`config.mk`:
```
export PLATFORM = sky130hd
export DESIGN_NAME = seg_readback
export DESIGN_NICKNAME = d
export VERILOG_FILES = /design/src/rtl/seg_readback.sv
export SDC_FILE = /design/constraint.sdc
export NUM_CORES = 1
export LEC_CHECK = 0
export CORE_MARGIN = 3
export CORE_UTILIZATION = 40
export CTS_CLUSTER_DIAMETER = 40
export DETAILED_ROUTE_END_ITERATION = 10
export GPL_TIMING_DRIVEN = 1
export PLACE_DENSITY = 0.72
export SLEW_MARGIN = 10
export SYNTH_ARGS = -nofsm -noshare
export SYNTH_HDL_FRONTEND = slang
export SYNTH_SLANG_ARGS = --single-unit
```
`constraint.sdc`:
```
create_clock -name clk -period 4 [get_ports clk]
set_clock_uncertainty 0.05 [all_clocks]
set_input_delay 0.4 -clock clk [delete_from_list [all_inputs] [get_ports clk]]
set_output_delay 0.4 -clock clk [all_outputs]
set_load 0.03 [all_outputs]
```
`src/rtl/seg_readback.sv`:
```
// rtl/seg_readback.sv - two-digit seven-segment display readback with stability filter
//
// Samples a two-digit active-low seven-segment display, waits for a pattern to
// hold for STABLE_CYCLES samples, decodes it to a value 0..99 and presents it
// on a valid/ready output with the time since the previous value.
//
// Ports:
//   clk        in   rising-edge clock
//   rst        in   synchronous active-high reset
//   seg0       in   ones digit, active-low, [7:1]=a..g, [0]=dp (ignored)
//   seg1       in   tens digit, same encoding as seg0
//   out_valid  out  a decoded value is held
//   out_ready  in   consumer accepts the held value
//   out_data   out  decoded value 0..99
//   out_period out  clk cycles since the previous loaded value (0 for the first)
//   seq_err    out  1-cycle pulse: loaded value is not previous+1 mod 100
//   pat_err    out  1-cycle pulse: accepted pattern could not be decoded
//   blank      out  level: last accepted pattern had both digits dark
//   overrun    out  sticky: a held, unconsumed value was overwritten

module seg_readback #(
  parameter int STABLE_CYCLES = 4,
  parameter int PW            = 32
) (
  input  logic          clk,
  input  logic          rst,
  input  logic [7:0]    seg0,
  input  logic [7:0]    seg1,
  output logic          out_valid,
  input  logic          out_ready,
  output logic [6:0]    out_data,
  output logic [PW-1:0] out_period,
  output logic          seq_err,
  output logic          pat_err,
  output logic          blank,
  output logic          overrun
);

  localparam logic [3:0]    STABLE  = 4'(STABLE_CYCLES);
  localparam logic [PW-1:0] PER_ONE = PW'(1);
  localparam logic [PW-1:0] PER_MAX = '1;

  typedef enum logic {
    WAIT_FIRST,
    RUN
  } state_t;

  // Decode one digit byte into {decodable, dark, digit}. Only bits [7:1]
  // carry segments; the decimal point is ignored.
  function automatic logic [5:0] dec_digit(input logic [7:0] b);
    logic [5:0] r;
    case (b[7:1])
      7'h01:   r = {2'b10, 4'd0};
      7'h4F:   r = {2'b10, 4'd1};
      7'h12:   r = {2'b10, 4'd2};
      7'h06:   r = {2'b10, 4'd3};
      7'h4C:   r = {2'b10, 4'd4};
      7'h24:   r = {2'b10, 4'd5};
      7'h20:   r = {2'b10, 4'd6};
      7'h0F:   r = {2'b10, 4'd7};
      7'h00:   r = {2'b10, 4'd8};
      7'h0C:   r = {2'b10, 4'd9};
      7'h7F:   r = {2'b11, 4'd0};
      default: r = {2'b00, 4'd0};
    endcase
    return r;
  endfunction

  state_t        state;
  logic [15:0]   samp;
  logic [3:0]    cnt;
  logic          acc;
  logic [PW-1:0] per_cnt;

  logic [3:0] cnt_next;
  logic [5:0] d1;
  logic [5:0] d0;
  logic       both_dark;
  logic       pat_bad;
  logic [6:0] value;
  logic [6:0] succ;
  logic       is_dup;
  logic       do_load;

  always_comb begin
    cnt_next = cnt;
    if ({seg1, seg0} != samp) begin
      cnt_next = 4'd1;
    end else if (cnt != STABLE) begin
      cnt_next = cnt + 4'd1;
    end
  end

  // Decode whatever is in the sample register; it is only acted on while acc
  // is high, i.e. the cycle after the pattern completed its stable run.
  always_comb begin
    d1        = dec_digit(samp[15:8]);
    d0        = dec_digit(samp[7:0]);
    both_dark = d1[4] & d0[4];
    pat_bad   = !d1[5] || !d0[5] || (d1[4] ^ d0[4]);
    value     = ({3'b000, d1[3:0]} * 7'd10) + {3'b000, d0[3:0]};
    succ      = (out_data == 7'd99) ? 7'd0 : out_data + 7'd1;
    is_dup    = (state == RUN) && (value == out_data);
    do_load   = acc && !pat_bad && !both_dark && !is_dup;
  end

  always_ff @(posedge clk) begin
    if (rst) begin
      state      <= WAIT_FIRST;
      samp       <= 16'hFFFF;
      cnt        <= 4'd0;
      acc        <= 1'b0;
      per_cnt    <= '0;
      out_valid  <= 1'b0;
      out_data   <= 7'd0;
      out_period <= '0;
      seq_err    <= 1'b0;
      pat_err    <= 1'b0;
      blank      <= 1'b0;
      overrun    <= 1'b0;
    end else begin
      samp    <= {seg1, seg0};
      cnt     <= cnt_next;
      // One accept per run: only on the transition into the saturated count.
      acc     <= (cnt != STABLE) && (cnt_next == STABLE);
      seq_err <= 1'b0;
      pat_err <= 1'b0;

      if (do_load) begin
        per_cnt <= PER_ONE;
      end else if (per_cnt != PER_MAX) begin
        per_cnt <= per_cnt + PER_ONE;
      end

      if (acc) begin
        if (pat_bad) begin
          pat_err <= 1'b1;
        end else if (both_dark) begin
          blank <= 1'b1;
          state <= WAIT_FIRST;
        end else begin
          blank <= 1'b0;
        end
      end

      if (do_load) begin
        out_data   <= value;
        out_valid  <= 1'b1;
        out_period <= (state == RUN) ? per_cnt : '0;
        seq_err    <= (state == RUN) && (value != succ);
        state      <= RUN;
        if (out_valid && !out_ready) begin
          overrun <= 1'b1;
        end
      end else if (out_valid && out_ready) begin
        out_valid <= 1'b0;
      end
    end
  end

endmodule

```
==> impl_metrics.toml <==
[run_status]
status = "finished clean"

[run]
max_cap_viol_count = 0

[timing]
rsz0062_at_grt = "no"
hold_ws_ns = 0.409
fin_crit_sh = 0.961
max_clock_freq_mhz = 260
hold_viol = 0
setup_tns_ns = 0
max_slew.worst_pin.slew_ns = 1.05
period_needed_ns = 3.85
slew_headroom = 0.299
finalMaxSlewViolations = 0
setup_violations = 0

[yosys]
ys_ff_latch = 98
avgSynthCellArea_um2 = 8.91
synth_cell_type_count = 58
yosysSeqAreaShare = 0.374
yosysWarnings = 0
synth-main-ff-cell = "dfxtp_1"
syn_inst = 589
synthArstFlopShare = 0
syn_nets = 621
synth_edf_count = 0
syn_area_mm2 = 0.00525

[detailed_routing]
dr_total_vias = 4336
drtIter0Drc = 271
ant_nets = 0
finalWirelength_mm = 12.3
viasPerCell = 5.27
drcViolationCount = 0
wl_per_cell_um = 14.9
dr.pass1.iters = 5

[power]
ir_worst_vdd_mv = 0.223
leakagePower_nw = 2.30
p_per_area_mw_per_mm2 = 311

[grt]
grt_pass1_vias = 4243
grt_max_degree = 103
grt-ovfl-total = 0
grt.total_usage = 0.168
antenna_found_initial = 0
grt_pass1_wl_mm = 19.9

[critical_path]
r2r_slack_ns = 0.15
start_kind = "register"
path_buf_inv = 2
path_delay_family = "simple AND/OR/NAND/NOR gates"
path_cells = "and4b_1 -> a21oi_1 -> or4_4 -> o31ai_2 -> ha_1 -> ha_1 -> fa_2 -> nand2_1 -> nor3_2 -> xnor3_1 -> xor2_1 -> nand4_1 -> nor3b_4 -> buf_4 -> clkbuf_16 -> nor4_2"
cp_slowest_cell = "fa_2"
cp_max_fo = 14
worst_ep_required_time_ns = 4.21
cp_slowest_stage_delay_ns = 0.56
criticalPathCategory = "register to register"
end_kind = "register"
cpMostUsedCell = "ha_1"
cp.arrival_ns = 4.05

[cells_and_area]
final_common_cell = "dfxtp_1"
post-route-cell-area_mm2 = 0.00647
drive_gt1_frac = 0.129
syn_to_final_growth_pct = 23.3
fin_nets = 678
n_antenna_cell = 0
final_cell_mix = "dfxtp_1, clkdlybuf4s50_1, nand2_1"

[clock_network]
cts_buffers = 9
cts_tree = "built"
clk_path_buf_depth = 2
post_cts_hold_buffer_count = 0
clkTransAtPathRegs_ns = 0.06
h-tree-depth = 3
clock_sinks = 98
clock_latency_ns = 0.35
clockRootBuffer = "clkbuf_16"

[die]
dieArea_mm2 = 0.0145
die_w_um = 121
initial_utilization = 0.413
num_io_pins = 63
dieHeight_um = 121
fp.coreArea_mm2 = 0.0127
row_count = 41

[worst_hold_path]
hold_path.class = "register to register"

[place]
dp_hpwl_mm = 8.44
io_buffers = 62
dpl_cell_area_mm2 = 0.00599
gp_congestion = 0.887
## power by group
group	total, W	internal, W	switching, W	leakage (nW)
Combinational	0.000104	0.0000545	0.0000497	1.36
Sequential	0.00101	0.000986	0.0000250	0.795
Clock	0.000895	0.000544	0.000352	0.147
Total	0.00201	0.00158	0.000426	2.30
## layer usage
metal / share of wire / wire, µm / global-route usage / up-vias
met5: 0 / 0 / 0 / -
met4: 0.019 / 231 / 0.0630 / 0
met3: 0.043 / 526 / 0.0407 / 20
met2: 0.50 / 6100 / 0.291 / 111
met1: 0.44 / 5400 / 0.201 / 2053
li1: - / - / - / 2152
## cell type report
type	count	area [µm²]
fillers	1193	6250
multi-input cells	443	3100
flip-flops and latches	98	1990
repair buffers	84	836
clock buffers	12	236
well taps	172	215
clock inverters	3	65.1
inverters	10	37.5
## cell usage after synthesis, types with 3 or more instances
library cell,instances,share of area
dfxtp_1,98,0.37
nand2_1,50,0.036
nor2_1,43,0.031
nand2b_1,39,0.046
mux2i_1,36,0.069
xor2_1,36,0.060
nor3_1,35,0.033
xnor2_1,30,0.050
nand3_1,22,0.021
clkbuf_1,20,0.014
or2_2,19,0.023
nor4_1,15,0.018
a21oi_1,14,0.013
nand4_1,12,0.014
ha_1,11,0.026
inv_1,10,0.0072
nor2b_1,10,0.012
buf_2,8,0.0076
and4_1,7,0.012
buf_4,6,0.0086
o21ai_0,5,0.0048
mux2_2,4,0.0086
or3_1,4,0.0048
or4_1,4,0.0057
a21o_1,3,0.0043
and3_1,3,0.0036
buf_6,3,0.0064
nor3b_1,3,0.0043
o31ai_1,3,0.0043
## tightest hold or removal path, stage by stage, from the launching register on
cell and delay [ns]:
dfxtp_1 0.31, nand2_1 0.05, a21oi_1 0.05
## kinds of logic after synthesis
logic type,Yosys count,share of synthesized area
flip-flops,98,0.374
multiplexers,41,0.0801
buffers and inverters,48,0.0479
AO/OA/AOI/OAI,43,0.0560
AND/OR/NAND/NOR,279,0.294
XOR/XNOR,67,0.114
adder cells (fa/ha/maj),13,0.0338
## path summary, 6_finish.rpt
check,cells after the start,end,start
setup / recovery,16,per_cnt[2],samp[11]
hold / removal,2,blank,blank
setup reg to reg,16,per_cnt[2],samp[11]
hold reg to reg,2,blank,blank
## what timing repair did
item | 4_1_cts | 5_1_grt
gates cloned | 0 | 1
resized for setup | 8 | 17
pin swaps | 0 | 3
buffers inserted | 1 | 9
endpoints found under the setup margin | 34 | 44
## through the flow
stage	util	power, W	setup WS [ns]	cells
2_1_floorplan	-	0.00110	0.166	589
3_3_place_gp	0.471	0.00113	0.104	796
3_5_place_dp	0.471	0.00113	-0.0434	796
4_1_cts	0.497	0.00204	0.00210	812
5_1_grt	0.509	0.00209	0.0214	822
6_report	0.509	0.00201	0.154	822
## state kept, by name, indices dropped and copies added (netlist names)
signal	flops
out_period	32
per_cnt	32
samp	16
out_data	7
cnt	4
acc	1
blank	1
out_valid	1
overrun	1
pat_err	1
seq_err	1
state	1
Power figures use the tool's default switching activity.
